$ cat src/rtl/ram_port_arbiter_if.sv
// rtl/ram_port_arbiter_if.sv - requester and RAM-side bus bundle for ram_port_arbiter
interface ram_port_arbiter_if #(
    parameter int DATA_WIDTH    = 32,
    parameter int ADDRESS_WIDTH = 12
);
    logic                     p0_req;
    logic                     p0_we;
    logic [ADDRESS_WIDTH-1:0] p0_addr;
    logic [DATA_WIDTH-1:0]    p0_wdata;
    logic                     p0_gnt;
    logic                     p0_rvalid;
    logic [DATA_WIDTH-1:0]    p0_rdata;
    logic                     p0_werr;

    logic                     p1_req;
    logic                     p1_we;
    logic [ADDRESS_WIDTH-1:0] p1_addr;
    logic [DATA_WIDTH-1:0]    p1_wdata;
    logic                     p1_gnt;
    logic                     p1_rvalid;
    logic [DATA_WIDTH-1:0]    p1_rdata;
    logic                     p1_werr;

    logic                     ram_wEn;
    logic [ADDRESS_WIDTH-1:0] ram_addr;
    logic [DATA_WIDTH-1:0]    ram_dataIn;
    logic [DATA_WIDTH-1:0]    ram_dataOut;
    logic                     busy;

    modport master (
        output p0_req, p0_we, p0_addr, p0_wdata,
        output p1_req, p1_we, p1_addr, p1_wdata,
        input  p0_gnt, p0_rvalid, p0_rdata, p0_werr,
        input  p1_gnt, p1_rvalid, p1_rdata, p1_werr,
        input  ram_wEn, ram_addr, ram_dataIn, busy,
        output ram_dataOut
    );

    modport slave (
        input  p0_req, p0_we, p0_addr, p0_wdata,
        input  p1_req, p1_we, p1_addr, p1_wdata,
        output p0_gnt, p0_rvalid, p0_rdata, p0_werr,
        output p1_gnt, p1_rvalid, p1_rdata, p1_werr,
        output ram_wEn, ram_addr, ram_dataIn, busy,
        input  ram_dataOut
    );
endinterface

$ cat src/rtl/ram_port_arbiter.sv
// rtl/ram_port_arbiter.sv - two-port round-robin arbiter for the single-port game RAM
// Optional build macro: RAM_ARB_FIXED_PRI_EN (fixed priority, port 0 wins ties).
module ram_port_arbiter #(
    parameter int                       DATA_WIDTH    = 32,
    parameter int                       ADDRESS_WIDTH = 12,
    parameter logic [ADDRESS_WIDTH-1:0] RSVD_ADDR     = '0
) (
    input  logic               clk,
    input  logic               reset_n,
    ram_port_arbiter_if.slave  bus
);
    typedef enum logic [1:0] {IDLE, ACCESS, RD_WAIT} state_t;

    state_t                   state_q, state_d;
    logic                     wen_q, wen_d;
    logic [ADDRESS_WIDTH-1:0] addr_q, addr_d;
    logic [DATA_WIDTH-1:0]    din_q, din_d;
    logic [1:0]               gnt_q, gnt_d;
    logic [1:0]               werr_q, werr_d;
    logic [1:0]               rvalid_q, rvalid_d;
    logic [DATA_WIDTH-1:0]    rdata0_q, rdata0_d;
    logic [DATA_WIDTH-1:0]    rdata1_q, rdata1_d;
    logic                     busy_q, busy_d;
    // last_winner doubles as the port whose read is in flight
    logic                     last_winner_q, last_winner_d;
    logic                     acc_we_q, acc_we_d;

    logic                     pick;
    logic                     sel_we;
    logic [ADDRESS_WIDTH-1:0] sel_addr;
    logic [DATA_WIDTH-1:0]    sel_wdata;
    logic                     blocked;

    always_ff @(posedge clk or negedge reset_n) begin
        if (!reset_n) begin
            state_q       <= IDLE;
            wen_q         <= 1'b0;
            addr_q        <= '0;
            din_q         <= '0;
            gnt_q         <= '0;
            werr_q        <= '0;
            rvalid_q      <= '0;
            rdata0_q      <= '0;
            rdata1_q      <= '0;
            busy_q        <= 1'b0;
            last_winner_q <= 1'b1;
            acc_we_q      <= 1'b0;
        end else begin
            state_q       <= state_d;
            wen_q         <= wen_d;
            addr_q        <= addr_d;
            din_q         <= din_d;
            gnt_q         <= gnt_d;
            werr_q        <= werr_d;
            rvalid_q      <= rvalid_d;
            rdata0_q      <= rdata0_d;
            rdata1_q      <= rdata1_d;
            busy_q        <= busy_d;
            last_winner_q <= last_winner_d;
            acc_we_q      <= acc_we_d;
        end
    end

    always_comb begin
        state_d       = state_q;
        wen_d         = 1'b0;
        addr_d        = addr_q;
        din_d         = din_q;
        gnt_d         = '0;
        werr_d        = '0;
        rvalid_d      = '0;
        rdata0_d      = rdata0_q;
        rdata1_d      = rdata1_q;
        last_winner_d = last_winner_q;
        acc_we_d      = acc_we_q;
        pick          = 1'b0;
        sel_we        = 1'b0;
        sel_addr      = '0;
        sel_wdata     = '0;
        blocked       = 1'b0;

        case (state_q)
            IDLE: begin
                if (bus.p0_req || bus.p1_req) begin
`ifdef RAM_ARB_FIXED_PRI_EN
                    pick = !bus.p0_req;
`else
                    pick = (bus.p0_req && bus.p1_req) ? !last_winner_q : bus.p1_req;
`endif
                    sel_we    = pick ? bus.p1_we    : bus.p0_we;
                    sel_addr  = pick ? bus.p1_addr  : bus.p0_addr;
                    sel_wdata = pick ? bus.p1_wdata : bus.p0_wdata;
                    // Status word is reloaded by the RAM; a write there is dropped
                    // and the RAM just performs a discarded read instead.
                    blocked       = sel_we && (sel_addr == RSVD_ADDR);
                    wen_d         = sel_we && !blocked;
                    addr_d        = sel_addr;
                    din_d         = sel_wdata;
                    acc_we_d      = sel_we;
                    last_winner_d = pick;
                    gnt_d[pick]   = 1'b1;
                    werr_d[pick]  = blocked;
                    state_d       = ACCESS;
                end
            end
            ACCESS: begin
                state_d = acc_we_q ? IDLE : RD_WAIT;
            end
            RD_WAIT: begin
                if (last_winner_q) begin
                    rdata1_d = bus.ram_dataOut;
                end else begin
                    rdata0_d = bus.ram_dataOut;
                end
                rvalid_d[last_winner_q] = 1'b1;
                state_d = IDLE;
            end
            default: state_d = IDLE;
        endcase

        busy_d = (state_d != IDLE);
    end

    assign bus.p0_gnt     = gnt_q[0];
    assign bus.p1_gnt     = gnt_q[1];
    assign bus.p0_werr    = werr_q[0];
    assign bus.p1_werr    = werr_q[1];
    assign bus.p0_rvalid  = rvalid_q[0];
    assign bus.p1_rvalid  = rvalid_q[1];
    assign bus.p0_rdata   = rdata0_q;
    assign bus.p1_rdata   = rdata1_q;
    assign bus.ram_wEn    = wen_q;
    assign bus.ram_addr   = addr_q;
    assign bus.ram_dataIn = din_q;
    assign bus.busy       = busy_q;
endmodule
$ cat src/flat_wrapper.sv
// flat-port wrapper written by rule: the top's interface ports become plain ports
module ram_port_arbiter_flat 
#(
    parameter int                       DATA_WIDTH    = 32,
    parameter int                       ADDRESS_WIDTH = 12,
    parameter logic [ADDRESS_WIDTH-1:0] RSVD_ADDR     = '0
)
  (clk, reset_n, bus_p0_req, bus_p0_we, bus_p0_addr, bus_p0_wdata, bus_p1_req, bus_p1_we, bus_p1_addr, bus_p1_wdata, bus_p0_gnt, bus_p0_rvalid, bus_p0_rdata, bus_p0_werr, bus_p1_gnt, bus_p1_rvalid, bus_p1_rdata, bus_p1_werr, bus_ram_wEn, bus_ram_addr, bus_ram_dataIn, bus_busy, bus_ram_dataOut);
  ram_port_arbiter_if #(.DATA_WIDTH(DATA_WIDTH), .ADDRESS_WIDTH(ADDRESS_WIDTH)) bus_i ();
  input  logic clk;
  input  logic reset_n;
  input wire logic [$bits(bus_i.p0_req)-1:0] bus_p0_req;
  input wire logic [$bits(bus_i.p0_we)-1:0] bus_p0_we;
  input wire logic [$bits(bus_i.p0_addr)-1:0] bus_p0_addr;
  input wire logic [$bits(bus_i.p0_wdata)-1:0] bus_p0_wdata;
  input wire logic [$bits(bus_i.p1_req)-1:0] bus_p1_req;
  input wire logic [$bits(bus_i.p1_we)-1:0] bus_p1_we;
  input wire logic [$bits(bus_i.p1_addr)-1:0] bus_p1_addr;
  input wire logic [$bits(bus_i.p1_wdata)-1:0] bus_p1_wdata;
  output wire logic [$bits(bus_i.p0_gnt)-1:0] bus_p0_gnt;
  output wire logic [$bits(bus_i.p0_rvalid)-1:0] bus_p0_rvalid;
  output wire logic [$bits(bus_i.p0_rdata)-1:0] bus_p0_rdata;
  output wire logic [$bits(bus_i.p0_werr)-1:0] bus_p0_werr;
  output wire logic [$bits(bus_i.p1_gnt)-1:0] bus_p1_gnt;
  output wire logic [$bits(bus_i.p1_rvalid)-1:0] bus_p1_rvalid;
  output wire logic [$bits(bus_i.p1_rdata)-1:0] bus_p1_rdata;
  output wire logic [$bits(bus_i.p1_werr)-1:0] bus_p1_werr;
  output wire logic [$bits(bus_i.ram_wEn)-1:0] bus_ram_wEn;
  output wire logic [$bits(bus_i.ram_addr)-1:0] bus_ram_addr;
  output wire logic [$bits(bus_i.ram_dataIn)-1:0] bus_ram_dataIn;
  output wire logic [$bits(bus_i.busy)-1:0] bus_busy;
  input wire logic [$bits(bus_i.ram_dataOut)-1:0] bus_ram_dataOut;
  assign bus_i.p0_req = bus_p0_req;
  assign bus_i.p0_we = bus_p0_we;
  assign bus_i.p0_addr = bus_p0_addr;
  assign bus_i.p0_wdata = bus_p0_wdata;
  assign bus_i.p1_req = bus_p1_req;
  assign bus_i.p1_we = bus_p1_we;
  assign bus_i.p1_addr = bus_p1_addr;
  assign bus_i.p1_wdata = bus_p1_wdata;
  assign bus_p0_gnt = bus_i.p0_gnt;
  assign bus_p0_rvalid = bus_i.p0_rvalid;
  assign bus_p0_rdata = bus_i.p0_rdata;
  assign bus_p0_werr = bus_i.p0_werr;
  assign bus_p1_gnt = bus_i.p1_gnt;
  assign bus_p1_rvalid = bus_i.p1_rvalid;
  assign bus_p1_rdata = bus_i.p1_rdata;
  assign bus_p1_werr = bus_i.p1_werr;
  assign bus_ram_wEn = bus_i.ram_wEn;
  assign bus_ram_addr = bus_i.ram_addr;
  assign bus_ram_dataIn = bus_i.ram_dataIn;
  assign bus_busy = bus_i.busy;
  assign bus_i.ram_dataOut = bus_ram_dataOut;
  ram_port_arbiter #(.DATA_WIDTH(DATA_WIDTH), .ADDRESS_WIDTH(ADDRESS_WIDTH), .RSVD_ADDR(RSVD_ADDR)) u_core (.clk(clk), .reset_n(reset_n), .bus(bus_i));
endmodule
$ cat config.mk
export PLATFORM = sky130hd
export DESIGN_NAME = ram_port_arbiter_flat
export DESIGN_NICKNAME = d
export VERILOG_FILES = /design/src/rtl/ram_port_arbiter_if.sv /design/src/rtl/ram_port_arbiter.sv /design/src/flat_wrapper.sv
export SDC_FILE = /design/constraint.sdc
export NUM_CORES = 1
export LEC_CHECK = 0
export CAP_MARGIN = 25
export CORE_AREA = 2 2 117 119
export CTS_CLUSTER_SIZE = 24
export DETAILED_ROUTE_END_ITERATION = 6
export DIE_AREA = 0 0 119 121
export PLACE_DENSITY_LB_ADDON = 0.2
export SYNTH_ARGS = -nofsm -noshare
export SYNTH_HDL_FRONTEND = slang
export SYNTH_SLANG_ARGS = --single-unit
$ cat constraint.sdc
create_clock -name clk -period 3.8 [get_ports clk]
set_input_delay 0.38 -clock clk [delete_from_list [all_inputs] [get_ports clk]]
set_output_delay 0.38 -clock clk [all_outputs]
set_load 0.01 [all_outputs]
[Yosys cells after proc, flatten, opt, wreduce, memory -nomap -nowiden]
Cells that the tools add are included.
Operators by class
  reduce and logical (&&, ||, !) cells: 14
  muxes and demuxes: 18
  equal/unequal tests: 2
  bitwise operators: 2
  magnitude comparators: 4
Operators with widths (number)
  $mux W32: 1
  $mux W2: 7
  $logic_not A12 Y1: 1
  $mux W12: 1
  $mux W1: 6
  $reduce_and A2 Y1: 3
  $logic_and A1 B1 Y1: 5
  $lt A1 B2 Y1 const B: 2
  $pmux W2 S2: 1
  $and A2 B2 Y2: 1
  $demux W1 S1: 2
  $eq A2 B1 Y1 const B: 1
  $eq A2 B2 Y1 const B: 1
  $ge A1 B1 Y1 const B: 2
  $logic_not A1 Y1: 2
  $logic_not A2 Y1: 1
  $reduce_bool A2 Y1: 1
  $logic_or A1 B1 Y1: 1
  $not A1 Y1: 1
Word-level totals
  output and inout port bits: 116
  logic and storage cells: 52
  input port bits: 126
  flip-flop bits (word level): 120

[Logic depth before layout (Yosys ltp)]
Gate-level depths: netlist of the first run.
  depth in word-level cells: 9
  gate-level depth with buffers: 5
  mapped depth without buffers: 3

[Worst setup path before layout of the first run]
No wires, ideal clock.
  kind: reg2reg
  start point: register u_core.last_winner_q
  end point: register u_core.addr_q[11], in the netlist u_core.bus.ram_addr[11]
  arrival time: 1.354 ns
  stages on the path, launching flop included: 5
  clock period less this slack: 1.479 ns
  required time: 3.675 ns
  buffers on the path: 1
  setup time: 0.125 ns
  setup slack: 2.321 ns
  cells stage by stage: dfstp_2 a21bo_1 buf_4 mux2_1 mux2_2
On the way
  cells in the longest elaborated chain, start to end: 3
RTL lines
  from (decl): line ram_port_arbiter.sv:25  | logic last_winner_q, last_winner_d;
  from (signal assigned): line ram_port_arbiter.sv:59  | last_winner_q <= last_winner_d;
  $logic_not A1 Y1: line ram_port_arbiter.sv:88  | pick = (bus.p0_req && bus.p1_req) ? !last_winner_q : bus.p1_req;
  $mux W1: line ram_port_arbiter.sv:88
  $mux W12: line ram_port_arbiter.sv:91  | sel_addr = pick ? bus.p1_addr : bus.p0_addr;
  to (signal assigned): line ram_port_arbiter.sv:51  | addr_q <= addr_d;
  to (decl): line ram_port_arbiter.sv:16  | logic [ADDRESS_WIDTH-1:0] addr_q, addr_d;
Every way passes these cells.
A chain may end at the register's enable or synchronous reset.

[Worst setup path after layout of the first run]
  start point: register u_core.state_q[0]
  end point: register u_core.din_q[2], in the netlist u_core.bus.ram_dataIn[2]
On the way
  cells in the longest elaborated chain, start to end: 2
RTL lines
  from (decl): line ram_port_arbiter.sv:14  | state_t state_q, state_d;
  from (signal assigned): line ram_port_arbiter.sv:49  | state_q <= state_d;
  $logic_not A2 Y1: line ram_port_arbiter.sv:82  | case (state_q)
  $reduce_and A2 Y1 (no source line)
  to (signal assigned): line ram_port_arbiter.sv:52  | din_q <= din_d;
  to (decl): line ram_port_arbiter.sv:17  | logic [DATA_WIDTH-1:0] din_q, din_d;
Every way passes these cells.

==> out/qor_table.md, run 1 <==
| Result | This run |
|:---|:---|
| Outcome | finished, final reports clean |
| Post-route clock skew | 0.00512 ns |
| Post-synth EDFFs | 0 |
| Die extent in x | 119 µm |
| Worst slack at placement | 1.35 ns |
| Number of maximum-capacitance constraint violations | 0 |
| Area overhead of the layout relative to synthesis | 64.5% |
| RSZ-0062 raised after global routing | false |
| Number of nets produced by synthesis | 461 |
| Final Hold Fails | 0 |
| Average wire per cell in the routed design | 17.5 µm |
| Number of standard-cell rows in the floorplan | 42 |
| Critical Path RT | 4.08 ns |
| Largest area contributor in the netlist | sky130_fd_sc_hd__dfrtp_1 |
| Kind of end point of the critical path | flip-flop |
| Vias in the first global route | 4148 |
| Async set or reset register ratio after synthesis | 100% |
| Detailed-route via count | 3864 |
| Minimum clock period after layout | 2.19 ns |
| First-pass GRT wire length | 21600 µm |
| HPWL after detailed placement | 9540 µm |
| Core Footprint | 0.0131 mm² |
| Distinct cell type count of the synthesized netlist | 28 |
| Worst relative slew slack | 47.7% |
| Finish-stage setup viols | 0 |
| Power density over the cells | 858 mW/mm² |
| Final setup margin | 1.61 ns |
| Highest attainable clock frequency | 0.456 GHz |
| Inst Count DP | 734 |
| Post-cts hold buffer count | 0 |
| Count of fill cells added during filler insertion | 1001 |
| Post-synth top cells | sky130_fd_sc_hd__dfrtp_1, sky130_fd_sc_hd__mux2_2, sky130_fd_sc_hd__a221o_1, sky130_fd_sc_hd__o21a_1, sky130_fd_sc_hd__buf_2 |
| Data arrival time of the critical path | 2.47 ns |
| Post-route non-filler standard cell count | 765 |
| Die Span Y | 121 µm |
| R2R Path Start | u_core.state_q[0] |
| Clock slew at reported path FFs | 0.06 ns |
| Setup slack, reg-to-reg | 1.61 ns |
| Leftover overflow at the end of global routing | 0 |
| Number of standard cells after synthesis | 335 |
| Post-Route Utilization | 61.8% |
| ANT cells | 0 |
| R2r worst-path depth | 5 |
| Met3 track demand over resource in global routing | 7.42% |
| Fraction of layout cells with a size suffix above 1 | 18.0% |
| Most used routing layer in global routing | met2 |
| Final max-slew violation count | 0 |
| R2R Path End | u_core.bus.ram_dataIn[2] |
| Num ports | 242 |
| Total area of multi-input combinational cells | 0.00176 mm² |
| Worst hold path type | primary input to async pin |
| Primary FF master, synth | sky130_fd_sc_hd__dfrtp_1 |
| Post-synthesis sequential area ratio | 61.1% |
| GRT met2 Usage | 31.0% |
| Mean cell area of the mapped netlist | 14.7 µm² |
| CTS-repair resized insts | 0 |
| Average via count per standard cell | 5.05 |
| P_leak | 0.00336 µW |
| Number of nets in the finished design | 703 |
| CTS tree | yes |
| CTS root buffer | sky130_fd_sc_hd__clkbuf_16 |
| CP Launch Type | flip-flop |
| Area occupied by registers | 0.00300 mm² |
| Transition time of the tightest slew-check pin | 0.785 ns |
| Total of warnings raised by yosys | 0 |
| GR met1 Demand/Resource | 23.5% |
| Crit share post-route | 57.7% |
| Placer congestion estimate | 0.812 |
| Insertion delay of the later-clocked pin in the worst-skew pair | 0.40 ns |
| Post-Route Hold Slack | 0.0190 ns |
| Buffers on Ports | 241 |
| Clock tree sinks | 120 |
| Number of antenna violations at the first check in global routing | 0 |
| Total GRT Usage | 19.2% |
| Post-route DRC violation count | 0 |
| Total wire length after detailed routing | 13400 µm |
| Top cell type's share of synthesized area | 60.6% |
| Maximum clock insertion buffer count | 2 |
| Total negative setup slack | 0 ns |
| Main area contributors after synthesis | sky130_fd_sc_hd__dfrtp_1, sky130_fd_sc_hd__mux2_2, sky130_fd_sc_hd__a221o_1 |
| Number of iterations in the first detailed-routing pass | 4 |
| Number of DRC markers after the initial detailed-route iteration | 291 |
| Antenna Violating Nets Remaining | 0 |
| Setup repair bufs after CTS | 0 |
| Maximum vdd drop | 0.328 mV |
| Starting density of the core | 37.6% |
| Clock buffer count from CTS | 17 |
| Cell with the most instances after synthesis | sky130_fd_sc_hd__dfrtp_1 |
| Number of levels the H-tree was split into | 4 |
| Type of the setup path with the least slack | flip-flop to flip-flop |
| Cell area after synthesis | 0.00491 mm² |
| Number of register bits inferred by synthesis | 120 |
| Largest fanout of any net on the critical path | 33 |
| Area of the die | 0.0144 mm² |
| Maximum number of pins on one net before global-route repair | 67 |
==> cells by family (layout without fill, tap and decap cells) <==
group | Yosys count | in the layout | synth area share [%]
AO/OA/AOI/OAI | 88 | 88 | 14.0
multiplexers | 81 | 81 | 18.3
AND/OR/NAND/NOR | 19 | 19 | 3.23
flip-flops | 120 | 120 | 61.1
buffers and inverters | 27 | 281 | 3.31
==> flip-flops by register name, indices dropped and copies added, names as in the netlist, 2 cells and up <==
register and cells:
u_core.bus.p0_rdata 32, u_core.bus.p1_rdata 32, u_core.bus.ram_addr 12, u_core.bus.ram_dataIn 32, u_core.state_q 2, u_core.werr_q 2, u_core.rvalid_q 2, u_core.gnt_q 2
==> cell usage in the layout (no fill, tap or decap), drive strengths merged <==
master           n
nor4b            2
a21o             1
dfstp            1
a221o           31
nor3b            2
dfrtp          119
mux2            70
nand4            2
a21boi           1
and4b            1
o21a            31
bufinv           4
clkinv           8
nor3             1
inv              2
nor2             2
clkinvlp         1
nor4             6
o21bai           1
buf              8
or2              2
o21ai           22
clkbuf          18
mux2i           11
nand3b           1
a21bo            1
clkdlybuf4s50  240
==> area by class of cell <==
cell class,count,share of cell area [%]
Inverter,2,0.0929
Clock buffer,18,5.43
Sequential cell,120,37.2
Multi-Input combinational cell,188,21.7
Tap cell,176,2.72
Clock inverter,13,2.21
Timing Repair Buffer,248,30.6
==> metrics by stage <==
stage | total power [µW] | area (µm²)
detailed placement | 5320 | 7460
global route | 7340 | 8080
finish | 6940 | 8080
global placement | 5240 | 7460
CTS | 7020 | 8080
floorplan | 3690 | 4910
==> where the power goes <==
| group | switching, µW | total [µW] | internal (µW) | leakage (µW) |
|---|---|---|---|---|
| clock | 556 | 1660 | 1110 | 0.000305 |
| sequential | 336 | 2260 | 1920 | 0.00145 |
| combinational | 1200 | 3020 | 1820 | 0.00160 |
==> worst max-delay path: stages, from the launching register on <==
cell	delay, ns
sky130_fd_sc_hd__dfrtp_1	0.40
sky130_fd_sc_hd__or2_1	0.53
sky130_fd_sc_hd__buf_4	0.45
sky130_fd_sc_hd__nor2_2	0.05
sky130_fd_sc_hd__buf_4	0.27
sky130_fd_sc_hd__a221o_1	0.34
==> worst max-delay path by stage <==
stage                              start                        end
floorplan           u_core.last_winner_q    u_core.bus.ram_addr[11]
global placement              bus_p0_req  u_core.bus.ram_dataIn[11]
detailed placement            bus_p0_req  u_core.bus.ram_dataIn[22]
CTS                    u_core.state_q[0]  u_core.bus.ram_dataIn[22]
global route           u_core.state_q[0]   u_core.bus.ram_dataIn[1]
finish                 u_core.state_q[0]   u_core.bus.ram_dataIn[2]
==> layer usage <==
layer / part of all wire, % / up-vias / wire length, µm
met5: 0 / - / 0
met3: 9.1 / 17 / 1220
met2: 47 / 185 / 6360
met1: 42 / 1915 / 5610
li1: - / 1747 / -
met4: 1.6 / 0 / 214
Note: power is estimated with default switching activity, not from simulation.
==> run 2, diff against run 1 <==
CORE_AREA = 2 2 119 121   (was 2 2 117 119)
DIE_AREA = 0 0 121 123   (was 0 0 119 121)
clock period = 1.76 ns   (was 3.8 ns; I/O delays follow)
==> run 2 against run 1 <==
  * Worst setup slack worse by 1.4 ns
  * Non-clock buffer count grew 13
  * First-iteration DRC count decreased by 28%
  * Utilization down 1.6 points
  * Die area increased by 3.4%
  * Power grew 110%
  * Sequential share of layout area shrank 0.48 points
  * Routed wire length is 3.7% higher
  * Sequential power is 120% higher
  * Sequential cell count unchanged
  * Critical path type unchanged
  * Critical endpoint is now u_core.acc_we_q
==> out/qor_table.md, run 2 (synthesis results as in run 1) <==
| Result | This run | Change |
|:---|:---|:---|
| Largest fanout of any net on the critical path | 12 | -64% |
| Post-route clock skew | 0.00494 ns | -0.000182 ns |
| Finish-stage setup viols | 0 | unchanged |
| Setup repair bufs after CTS | 0 | unchanged |
| Clock slew at reported path FFs | 0.05 ns | about the same |
| Worst relative slew slack | 71.6% | +24 points |
| Highest attainable clock frequency | 0.624 GHz | +37% |
| Core Footprint | 0.0136 mm² | +4.0% |
| CTS root buffer | sky130_fd_sc_hd__clkbuf_16 |  |
| Number of DRC markers after the initial detailed-route iteration | 210 | -28% |
| Top library cells by usage in the layout, fill and taps aside | sky130_fd_sc_hd__clkdlybuf4s50_1, sky130_fd_sc_hd__dfrtp_1, sky130_fd_sc_hd__mux2_2 |  |
| Sequential share of power | 33.0% | +0.5 points |
| Number of iterations in the first detailed-routing pass | 4 | unchanged |
| Setup slack, reg-to-reg | 0.16 ns | -1.45 ns |
| Worst hold path type | primary input to async pin |  |
| RSZ-0062 raised after global routing | false |  |
| Outcome | finished, final reports clean |  |
| Switching Share | 30.5% | +0.34 points |
| CP Launch Type | flip-flop |  |
| Type of the setup path with the least slack | flip-flop to flip-flop |  |
| Number of nets in the finished design | 716 | +1.8% |
| Kind of end point of the critical path | flip-flop |  |
| Number of levels the H-tree was split into | 4 | unchanged |
| Number of maximum-capacitance constraint violations | 0 | unchanged |
| Leftover overflow at the end of global routing | 0 | unchanged |
| Starting density of the core | 36.1% | -1.5 points |
| Die extent in x | 121 µm | +1.7% |
| Fraction of layout cells with a size suffix above 1 | 19.5% | +1.5 points |
| HPWL after detailed placement | 10100 µm | +6.0% |
| Count of fill cells added during filler insertion | 1098 | +9.7% |
| R2R Path End | u_core.acc_we_q |  |
| P_leak | 0.00341 µW | +1.6% |
| Inst Count DP | 750 | +2.2% |
| Placer congestion estimate | 0.835 | +2.8% |
| Total wire length after detailed routing | 13900 µm | +3.7% |
| Cells along the critical path | or2_1 -> or2_1 -> mux2_1 |  |
| Final max-slew violation count | 0 | unchanged |
| Vias in the first global route | 4307 | +3.8% |
| Detailed-route via count | 3882 | +0.47% |
| Most frequent cell on the critical path | sky130_fd_sc_hd__or2_1 |  |
| Final Hold Fails | 0 | unchanged |
| Post-route total power | 14800 µW | +110% |
| Slowest stage delay, CP | 0.42 ns | -0.11 ns |
| Number of standard-cell rows in the floorplan | 43 | +2.4% |
| Maximum number of pins on one net before global-route repair | 59 | -12% |
| ANT cells | 0 | unchanged |
| Area overhead of the layout relative to synthesis | 66.6% |  |
| Clock buffer count from CTS | 17 | unchanged |
| Data arrival time of the critical path | 1.88 ns | -0.59 ns |
| First-pass GRT wire length | 21800 µm | +1.1% |
| R2R Path Start | u_core.state_q[0] |  |
| Clock tree sinks | 120 | unchanged |
| Crit share post-route | 91.1% | +33 points |
| CTS tree | yes |  |
| Critical Path RT | 2.04 ns | -2.04 ns |
| Leading cell type in the layout, fill and taps excluded | sky130_fd_sc_hd__clkdlybuf4s50_1 |  |
| CP max stage cell | sky130_fd_sc_hd__dfrtp_1 |  |
| Average wire per cell in the routed design | 17.8 µm | +1.6% |
| Average via count per standard cell | 4.97 | -1.6% |
| Maximum clock insertion buffer count | 2 | unchanged |
| Antenna Violating Nets Remaining | 0 | unchanged |
| Die Span Y | 123 µm | +1.7% |
| Maximum vdd drop | 0.761 mV | +130% |
| Number of antenna violations at the first check in global routing | 0 | unchanged |
| Minimum clock period after layout | 1.60 ns | -0.590 ns |
| Buffers on Ports | 241 | unchanged |
| R2r worst-path depth | 3 | -2 |
| Fraction of power consumed by combinational cells | 45.3% | +1.8 points |
| Total GRT Usage | 19.1% | -0.036 points |
| Insertion delay of the later-clocked pin in the worst-skew pair | 0.41 ns | about the same |
| Power density over the cells | 1810 mW/mm² | +110% |
| Clock share of power | 21.7% | -2.3 points |
| Num ports | 242 | unchanged |
| Post-route DRC violation count | 0 | unchanged |
| Post-route non-filler standard cell count | 781 | +2.1% |
| P_sw | 4530 µW | +120% |
| Area of the die | 0.0149 mm² | +3.4% |
| P_int | 10300 µW | +110% |
| Transition time of the tightest slew-check pin | 0.426 ns | -0.358 ns |
[run 2: worst max path at each step]
| stage | from | end | slack, ns | cells past startpoint |
|---|---|---|---|---|
| 5_1_grt | u_core.last_winner_q | u_core.werr_q[0] | 0.06 | 4 |
| 4_1_cts | u_core.state_q[0] | u_core.acc_we_q | 0.14 | 3 |
| 6_report | u_core.state_q[0] | u_core.acc_we_q | 0.16 | 3 |
| 3_3_place_gp | bus_p1_req | u_core.acc_we_q | -0.04 | 4 |
| 2_1_floorplan | u_core.last_winner_q | u_core.bus.ram_addr[11] | 0.28 | 4 |
| 3_5_place_dp | bus_p1_req | u_core.acc_we_q | -0.07 | 4 |
[run 2: what timing repair did]
action / 4_1_cts / 5_1_grt
hold endpoints to repair: 119 / 0
hold buffers: 1 / 0
gates resized for setup: 0 / 0
[run 2: final cells by class]
type / count / area [µm²] / share of cell area, %
Multi-Input combinational cell: 188 / 1760 / 21.5
Tap cell: 180 / 225 / 2.75
Clock inverter: 9 / 75.1 / 0.917
Clock buffer: 21 / 480 / 5.87
Timing Repair Buffer: 261 / 2640 / 32.2
Sequential cell: 120 / 3000 / 36.7
Inverter: 2 / 7.51 / 0.0917
[run 2: critical path: cells and delay by family, from the launching register on]
family | cells | cell delay, ns
and+or+nand+nor | 2 | 0.67
DFF | 1 | 0.42
muxes | 1 | 0.38
[run 2: power by group through the flow]
stage / clock network (µW) / registers, µW / logic [µW]
after floorplan: 0 / 5440 / 2520
after global placement: 0 / 4860 / 6670
after detailed placement: 0 / 4910 / 6800
after CTS: 3300 / 4900 / 6820
after global routing: 3430 / 5070 / 7220
final: 3220 / 4890 / 6720
[run 2: per-layer routing]
| layer | global-route usage, % | share of wire, % |
|---|---|---|
| met5 | 0 | 0 |
| met4 | 7.56 | 1.8 |
| met3 | 7.52 | 9.1 |
| met2 | 32.7 | 49 |
| met1 | 21.5 | 40 |
[run 2: per-stage QoR]
stage	cell area (µm²)	worst slack (ns)	TNS, ns	hold slack, ns	util, %
floorplan	4910	0.281	0	-0.120	-
global placement	7620	-0.0399	-0.173	0.0227	56.0
detailed placement	7620	-0.0740	-0.507	0.0248	56.0
CTS	8190	0.141	0	0.131	60.2
global route	8190	0.0645	0	0.145	60.2
finish	8190	0.156	0	0.146	60.2
==> run 3, diff against run 2 <==
SLEW_MARGIN = 20   (was not set)
==> results of run 3 <==
Same layout as run 2: the final DEF is identical, and so are final timing and power.
